### src/rtl/branch_resolve_unit.sv
// Multi-lane registered branch resolution: evaluates control ops, flags the oldest
// mispredict as a redirect, squashes younger lanes and drains the wrong path.
module branch_resolve_unit #(
    parameter int XLEN       = 32,
    parameter int LANES      = 2,
    parameter int ALUCODE_W  = 6,
    parameter int SQUASH_CYC = 1,
    parameter int CNT_W      = 32
) (
    input  logic                       clk,
    input  logic                       rst,
    input  logic                       stall,
    input  logic [LANES-1:0]           in_valid,
    input  logic [LANES*ALUCODE_W-1:0] in_alucode,
    input  logic [LANES*XLEN-1:0]      in_op1,
    input  logic [LANES*XLEN-1:0]      in_op2,
    input  logic [LANES*XLEN-1:0]      in_pc,
    input  logic [LANES*XLEN-1:0]      in_target,
    input  logic [LANES-1:0]           in_pred_taken,
    input  logic [LANES*XLEN-1:0]      in_pred_target,
    output logic                       in_ready,
    output logic [LANES-1:0]           out_valid,
    output logic [LANES-1:0]           out_taken,
    output logic                       redirect_valid,
    output logic [XLEN-1:0]            redirect_pc,
    output logic [((LANES > 1) ? $clog2(LANES) : 1)-1:0] redirect_lane,
    output logic [CNT_W-1:0]           br_count,
    output logic [CNT_W-1:0]           mispred_count
);

    localparam int LW    = (LANES > 1) ? $clog2(LANES) : 1;
    localparam int SQ_W  = $clog2(SQUASH_CYC + 1);
    localparam int INC_W = $clog2(LANES + 1);

    localparam logic [ALUCODE_W-1:0] ALU_BEQ  = ALUCODE_W'(10);
    localparam logic [ALUCODE_W-1:0] ALU_BNE  = ALUCODE_W'(11);
    localparam logic [ALUCODE_W-1:0] ALU_BLT  = ALUCODE_W'(12);
    localparam logic [ALUCODE_W-1:0] ALU_BGE  = ALUCODE_W'(13);
    localparam logic [ALUCODE_W-1:0] ALU_BLTU = ALUCODE_W'(14);
    localparam logic [ALUCODE_W-1:0] ALU_BGEU = ALUCODE_W'(15);
    localparam logic [ALUCODE_W-1:0] ALU_JAL  = ALUCODE_W'(16);
    localparam logic [ALUCODE_W-1:0] ALU_JALR = ALUCODE_W'(17);

    typedef enum logic {RUN, SQUASH} state_t;

    state_t            state;
    logic [SQ_W-1:0]   sq_cnt;

    logic [LANES-1:0]  is_ctrl;
    logic [LANES-1:0]  taken;
    logic [LANES-1:0]  mispred;
    logic [XLEN-1:0]   next_pc [LANES];

    logic              found;
    logic [LANES-1:0]  surv;
    logic [LW-1:0]     m_lane;
    logic [XLEN-1:0]   m_pc;
    logic [INC_W-1:0]  inc;

    logic              accept;
    logic [CNT_W:0]    br_sum;
    logic [CNT_W-1:0]  br_next;
    logic [CNT_W-1:0]  mis_next;

    assign in_ready = !stall && (state == RUN);
    assign accept   = in_ready;

    // Per-lane outcome, actual next PC and mispredict flag.
    always_comb begin
        // NOTE: every output of a combinational block gets a default up front so no path can infer a latch.
        is_ctrl = '0;
        taken   = '0;
        mispred = '0;
        for (int i = 0; i < LANES; i++) begin
            next_pc[i] = '0;
            case (in_alucode[i*ALUCODE_W +: ALUCODE_W])
                ALU_BEQ: begin
                    is_ctrl[i] = 1'b1;
                    taken[i]   = in_op1[i*XLEN +: XLEN] == in_op2[i*XLEN +: XLEN];
                end
                ALU_BNE: begin
                    is_ctrl[i] = 1'b1;
                    taken[i]   = in_op1[i*XLEN +: XLEN] != in_op2[i*XLEN +: XLEN];
                end
                ALU_BLT: begin
                    is_ctrl[i] = 1'b1;
                    taken[i]   = $signed(in_op1[i*XLEN +: XLEN]) < $signed(in_op2[i*XLEN +: XLEN]);
                end
                ALU_BGE: begin
                    is_ctrl[i] = 1'b1;
                    taken[i]   = $signed(in_op1[i*XLEN +: XLEN]) >= $signed(in_op2[i*XLEN +: XLEN]);
                end
                ALU_BLTU: begin
                    is_ctrl[i] = 1'b1;
                    taken[i]   = in_op1[i*XLEN +: XLEN] < in_op2[i*XLEN +: XLEN];
                end
                ALU_BGEU: begin
                    is_ctrl[i] = 1'b1;
                    taken[i]   = in_op1[i*XLEN +: XLEN] >= in_op2[i*XLEN +: XLEN];
                end
                ALU_JAL, ALU_JALR: begin
                    is_ctrl[i] = 1'b1;
                    taken[i]   = 1'b1;
                end
                default: ;
            endcase
            next_pc[i] = taken[i] ? in_target[i*XLEN +: XLEN]
                                  : in_pc[i*XLEN +: XLEN] + XLEN'(4);
            mispred[i] = in_valid[i] &&
                         ((in_pred_taken[i] != taken[i]) ||
                          (taken[i] && (in_pred_target[i*XLEN +: XLEN] != in_target[i*XLEN +: XLEN])));
        end
    end

    // Oldest mispredict wins; everything younger than it is squashed.
    always_comb begin
        found  = 1'b0;
        surv   = '0;
        m_lane = '0;
        m_pc   = '0;
        inc    = '0;
        for (int i = 0; i < LANES; i++) begin
            if (!found) begin
                surv[i] = in_valid[i];
                if (mispred[i]) begin
                    found  = 1'b1;
                    m_lane = LW'(i);
                    m_pc   = next_pc[i];
                end
            end
            if (surv[i] && is_ctrl[i]) begin
                inc = inc + INC_W'(1);
            end
        end
    end

    assign br_sum   = {1'b0, br_count} + (CNT_W+1)'(inc);
    assign br_next  = br_sum[CNT_W] ? {CNT_W{1'b1}} : br_sum[CNT_W-1:0];
    assign mis_next = (&mispred_count) ? mispred_count : mispred_count + CNT_W'(1);

    // NOTE: state and registered outputs use non-blocking assignments so every flop samples pre-edge values.
    always_ff @(posedge clk) begin
        if (rst) begin
            state          <= RUN;
            sq_cnt         <= '0;
            out_valid      <= '0;
            out_taken      <= '0;
            redirect_valid <= 1'b0;
            redirect_pc    <= '0;
            redirect_lane  <= '0;
            br_count       <= '0;
            mispred_count  <= '0;
        end else begin
            out_valid      <= '0;
            out_taken      <= '0;
            redirect_valid <= 1'b0;
            redirect_pc    <= '0;
            redirect_lane  <= '0;

            if (accept) begin
                out_valid      <= surv;
                out_taken      <= taken & in_valid;
                redirect_valid <= found;
                redirect_pc    <= m_pc;
                redirect_lane  <= m_lane;
                br_count       <= br_next;
                if (found) begin
                    mispred_count <= mis_next;
                end
            end

            case (state)
                RUN: begin
                    if (accept && found) begin
                        state  <= SQUASH;
                        sq_cnt <= SQ_W'(SQUASH_CYC);
                    end
                end
                SQUASH: begin
                    // Input is refused for exactly SQUASH_CYC cycles, regardless of stall.
                    sq_cnt <= sq_cnt - SQ_W'(1);
                    if (sq_cnt <= SQ_W'(1)) begin
                        state <= RUN;
                    end
                end
                default: state <= RUN;
            endcase
        end
    end

endmodule

### config.mk
export PLATFORM = sky130hd
export DESIGN_NAME = branch_resolve_unit
export DESIGN_NICKNAME = d
export VERILOG_FILES = /design/src/rtl/branch_resolve_unit.sv
export SDC_FILE = /design/constraint.sdc
export NUM_CORES = 1
export LEC_CHECK = 0
export BUFFER_PORTS_ARGS = -buffer_cell sky130_fd_sc_hd__buf_2
export CAP_MARGIN = 20
export CORE_AREA = 2 2 173 175
export DETAILED_ROUTE_END_ITERATION = 6
export DIE_AREA = 0 0 175 177
export PLACE_DENSITY_LB_ADDON = 0.15
export REMOVE_ABC_BUFFERS = 1
export SKIP_LAST_GASP = 1
export SLEW_MARGIN = 30
export SYNTH_ARGS = -nofsm -noshare
export SYNTH_HDL_FRONTEND = slang
export SYNTH_SLANG_ARGS = --single-unit
### constraint.sdc
create_clock -name clk -period 5.1 [get_ports clk]
set_input_delay 0.51 -clock clk [delete_from_list [all_inputs] [get_ports clk]]
set_output_delay 0.51 -clock clk [all_outputs]
set_load 0.005 [all_outputs]
==> reports/summary.log <==
INFO  floorplanning  rows=63
INFO  timing         timing_hold_violations_final=0
INFO  pwr            power_share_of_the_clock_group=0.334
INFO  pwr            power.total=2.083mW
INFO  timing         timing.fmax=207.6MHz
INFO  yosys          ys_types=64
INFO  min_path       hold_class=in2reg
INFO  yosys          ys.warnings.count=0
INFO  setup_path     cp-start-kind=input port
INFO  detailed_routing detail_route.wl_per_cell=18.72um
INFO  setup_path     crit_chain=buf_2 > inv_1 > ha_1 > nand4_1 > nor4_4 > nor2_1 > or3_1 > nor4_4 > mux2_2 > and4b_1 > ha_1 > ha_1 > inv_1 > fa_1 > or3_1 > nor4_1 > buf_4 > and3_1 > nand3_1 > o21ai_0 > nor2_1
INFO  grt            wire_length_of_the_first_global_routing_pass=54,010um
INFO  floorplanning  die_x=175um
INFO  flow_run       cap_viol_max_count=0
INFO  detailed_routing detail_route.iter0.violations=466
INFO  setup_path     worst_path_dominant_cell_family=simple AND/OR/NAND/NOR gates
INFO  clock_network  postCtsResizedCells=0
INFO  timing         slew-limit-headroom=0.5547
INFO  detailed_routing via_per_inst=4.985
INFO  yosys          synthTopCellsByArea=sky130_fd_sc_hd__dfxtp_1, sky130_fd_sc_hd__ha_1, sky130_fd_sc_hd__xnor2_1, sky130_fd_sc_hd__xor2_1, sky130_fd_sc_hd__a21oi_1
INFO  yosys          mappedNetlistArea=8503um^2
INFO  pwr            combinationalPowerShare=0.269
INFO  setup_path     critPathMaxFanout=6
INFO  cells_and_area final_core_utilization=0.3973
INFO  yosys          netlist_instances=1,107
INFO  clock_network  cts_setup_buffers=0
INFO  run_status     outcome=finished, final reports clean
INFO  yosys          netlist.top_cell.by_area=sky130_fd_sc_hd__dfxtp_1
INFO  grt            via_count_of_the_first_global_routing_pass=9,471
INFO  setup_path     worst_path_largest_cell_delay=0.41ns
INFO  detailed_routing ant_nets=0
INFO  grt            globalRouteTotalUtil=0.2294
INFO  floorplanning  pin_count=442
INFO  cells_and_area post_route_cells_drive_above_1_share=0.3237
INFO  pwr            p_per_area=179.2nW/um^2
INFO  clock_network  number_of_buffers_created_by_cts=9
INFO  yosys          async_flop_share=0
INFO  yosys          synth_commonest_cells=sky130_fd_sc_hd__dfxtp_1, sky130_fd_sc_hd__a21oi_1, sky130_fd_sc_hd__inv_1, sky130_fd_sc_hd__nand2_1, sky130_fd_sc_hd__nor2_1
INFO  floorplanning  die_height=177um
INFO  detailed_routing drtPass1Iterations=5
INFO  setup_path     crit_path_frequent_cell=sky130_fd_sc_hd__ha_1
INFO  timing         final.min_clock_period=4.818ns
INFO  clock_network  cts.hold.buffers_added=0
INFO  pwr            netSwitchingFraction=0.3196
INFO  floorplanning  die_area=30,980um^2
INFO  clock_network  cts-root-to-sink-buffers=2
INFO  pwr            intPower=1.417mW
INFO  grt            antenna_found_initial=4
INFO  floorplanning  core-area=29,240um^2
INFO  clock_network  cts-htree-levels=3
INFO  detailed_routing number_of_vias_after_detailed_routing=9,715
INFO  setup_path     timing_worst_setup_path_type=in2reg
INFO  placed_design  finalWeightedCongestion=0.9581
INFO  timing         max_slew_violation_count=0
INFO  yosys          syn_avg_cell_area=7.681um^2
INFO  placed_design  io_buffer_count=441
INFO  detailed_routing drt-total-wl=36,480um
INFO  grt            maximum_number_of_pins_on_one_net_before_global_route_repair=59
INFO  detailed_routing drc=0
INFO  timing         tightestPinTransition=0.6679ns
INFO  setup_path     critical_path.slowest_cell=sky130_fd_sc_hd__or3_1
INFO  yosys          synth_seq_area_share=0.2425
INFO  clock_network  insertion_delay=0.36ns
INFO  grt            globalRouteOverflowTotal=0
INFO  pwr            vdd_drop_max=0.0001558V
INFO  clock_network  ctsRootBufferMaster=sky130_fd_sc_hd__clkbuf_16
INFO  setup_path     setup.reg_to_reg.worst_slack=1.44ns
INFO  timing         setup_viol=0
INFO  setup_path     critical_path_at=5.05ns
INFO  clock_network  cts_tree=done
INFO  timing         finalClockSkew=0.007657ns
INFO  clock_network  cts.reportedPaths.clkPinSlew=0.08ns
INFO  yosys          synth_enable_flop_cells=0
INFO  setup_path     critical_path_buffers_and_inverters=4
INFO  pwr            power.switching=0.6656mW
INFO  yosys          synth_top_flop_cell=sky130_fd_sc_hd__dfxtp_1
INFO  yosys          synthDominantCellAreaShare=0.2425
INFO  yosys          synthMostInstantiatedCell=sky130_fd_sc_hd__dfxtp_1
INFO  setup_path     timing.critical_path.to_type=register
INFO  cells_and_area num-nets-final=1,959
INFO  cells_and_area areaGrowthSynthToFinish=36.65%
INFO  pwr            pwr-share-seq=0.397
INFO  timing         period_share=0.9447
INFO  setup_path     required=5.33ns
INFO  clock_network  cts_num_sinks=103
INFO  placed_design  detailedPlacementHpwl=31,310um
INFO  floorplanning  initial_utilization=0.2908
INFO  pwr            total_leakage_power=5.563nW
INFO  yosys          synth_seq_cells=103
[power groups by stage]
| stage | logic, mW | registers, mW | clock network, mW |
|---|---|---|---|
| final | 0.560 | 0.827 | 0.696 |
| after CTS | 0.566 | 0.828 | 0.720 |
| after global placement | 0.561 | 0.847 | 0 |
| after detailed placement | 0.564 | 0.847 | 0 |
| after global routing | 0.622 | 0.829 | 0.757 |
| after floorplan | 0.252 | 0.846 | 0 |
[cells in the final DEF, fill, tap and decap left out, types with 10 or more instances in the layout]
| master | netlist | final |
|---|---|---|
| sky130_fd_sc_hd__buf_4 | 0 | 30 |
| sky130_fd_sc_hd__nor2b_1 | 10 | 10 |
| sky130_fd_sc_hd__inv_1 | 84 | 84 |
| sky130_fd_sc_hd__dfxtp_1 | 103 | 103 |
| sky130_fd_sc_hd__xnor2_1 | 78 | 78 |
| sky130_fd_sc_hd__or4_1 | 17 | 17 |
| sky130_fd_sc_hd__o22ai_1 | 30 | 30 |
| sky130_fd_sc_hd__a21oi_1 | 100 | 100 |
| sky130_fd_sc_hd__mux2i_1 | 17 | 17 |
| sky130_fd_sc_hd__o21ai_0 | 46 | 46 |
| sky130_fd_sc_hd__buf_2 | 4 | 441 |
| sky130_fd_sc_hd__and4_1 | 16 | 16 |
| sky130_fd_sc_hd__nor4_1 | 14 | 13 |
| sky130_fd_sc_hd__nor3_1 | 11 | 11 |
| sky130_fd_sc_hd__ha_1 | 70 | 70 |
| sky130_fd_sc_hd__nand4_1 | 48 | 48 |
| sky130_fd_sc_hd__nand2_1 | 83 | 83 |
| sky130_fd_sc_hd__or3_1 | 14 | 14 |
| sky130_fd_sc_hd__nor2_1 | 81 | 81 |
| sky130_fd_sc_hd__and3_1 | 24 | 24 |
| sky130_fd_sc_hd__xor2_1 | 71 | 71 |
| sky130_fd_sc_hd__nand3_1 | 50 | 50 |
| sky130_fd_sc_hd__o31ai_1 | 14 | 14 |
[metal layers]
layer / share of wire / global-route usage / wire length (um)
met1: 0.41 / 0.2652 / 14780
met4: 0.031 / 0.07847 / 1130
met3: 0.055 / 0.04145 / 1995
met2: 0.51 / 0.4237 / 18580
met5: 0 / 0 / 0
[layout make-up]
type | count | area [um^2]
tap | 390 | 488.0
antenna | 5 | 12.51
clock inverter | 7 | 66.31
clock buffer | 9 | 225.2
timing repair buffer | 473 | 2472
inverter | 84 | 315.3
multi-input combinational | 878 | 5978
sequential | 103 | 2062
fill | 3145 | 17620
[metrics by stage]
stage	hold WS (ns)	cells	cell area (um^2)	worst slack (ns)	TNS, ns
6_report	0.4374	1949	11620	0.2819	0
5_1_grt	0.4305	1946	11610	-0.02383	-0.03854
2_1_floorplan	0.4705	1065	8332	-2.699	-138.89
3_5_place_dp	0.4850	1928	11300	-0.1341	-2.257
3_3_place_gp	0.4788	1928	11300	-0.02332	-0.02332
4_1_cts	0.4219	1944	11590	0.2447	0
[registers in the layout, summed over array words and instances (netlist names)]
name / count
mispred_count: 32
out_taken: 2
redirect_valid: 1
redirect_lane: 1
br_count: 32
out_valid: 2
redirect_pc: 32
state: 1
[worst paths after layout]
path / from / to / cells after the start
hold reg to reg: mispred_count[18] / mispred_count[18] / 2
setup / recovery: in_op2[27] / br_count[26] / 21
hold / removal: in_valid[1] / out_taken[1] / 2
setup reg to reg: mispred_count[9] / mispred_count[19] / 12
[kinds of logic (layout without fill, tap and decap cells)]
group	count (synthesis)	after routing	share of synthesized area
buffers and inverters	126	573	0.05724
multiplexers	21	21	0.02531
AO/OA/AOI/OAI	236	236	0.1654
other	0	5	0
XOR/XNOR	149	149	0.1535
flip-flops	103	103	0.2425
AND/OR/NAND/NOR	401	401	0.2507
adder cells (fa/ha/maj)	71	71	0.1054
Note: power is estimated with default switching activity, not from simulation.
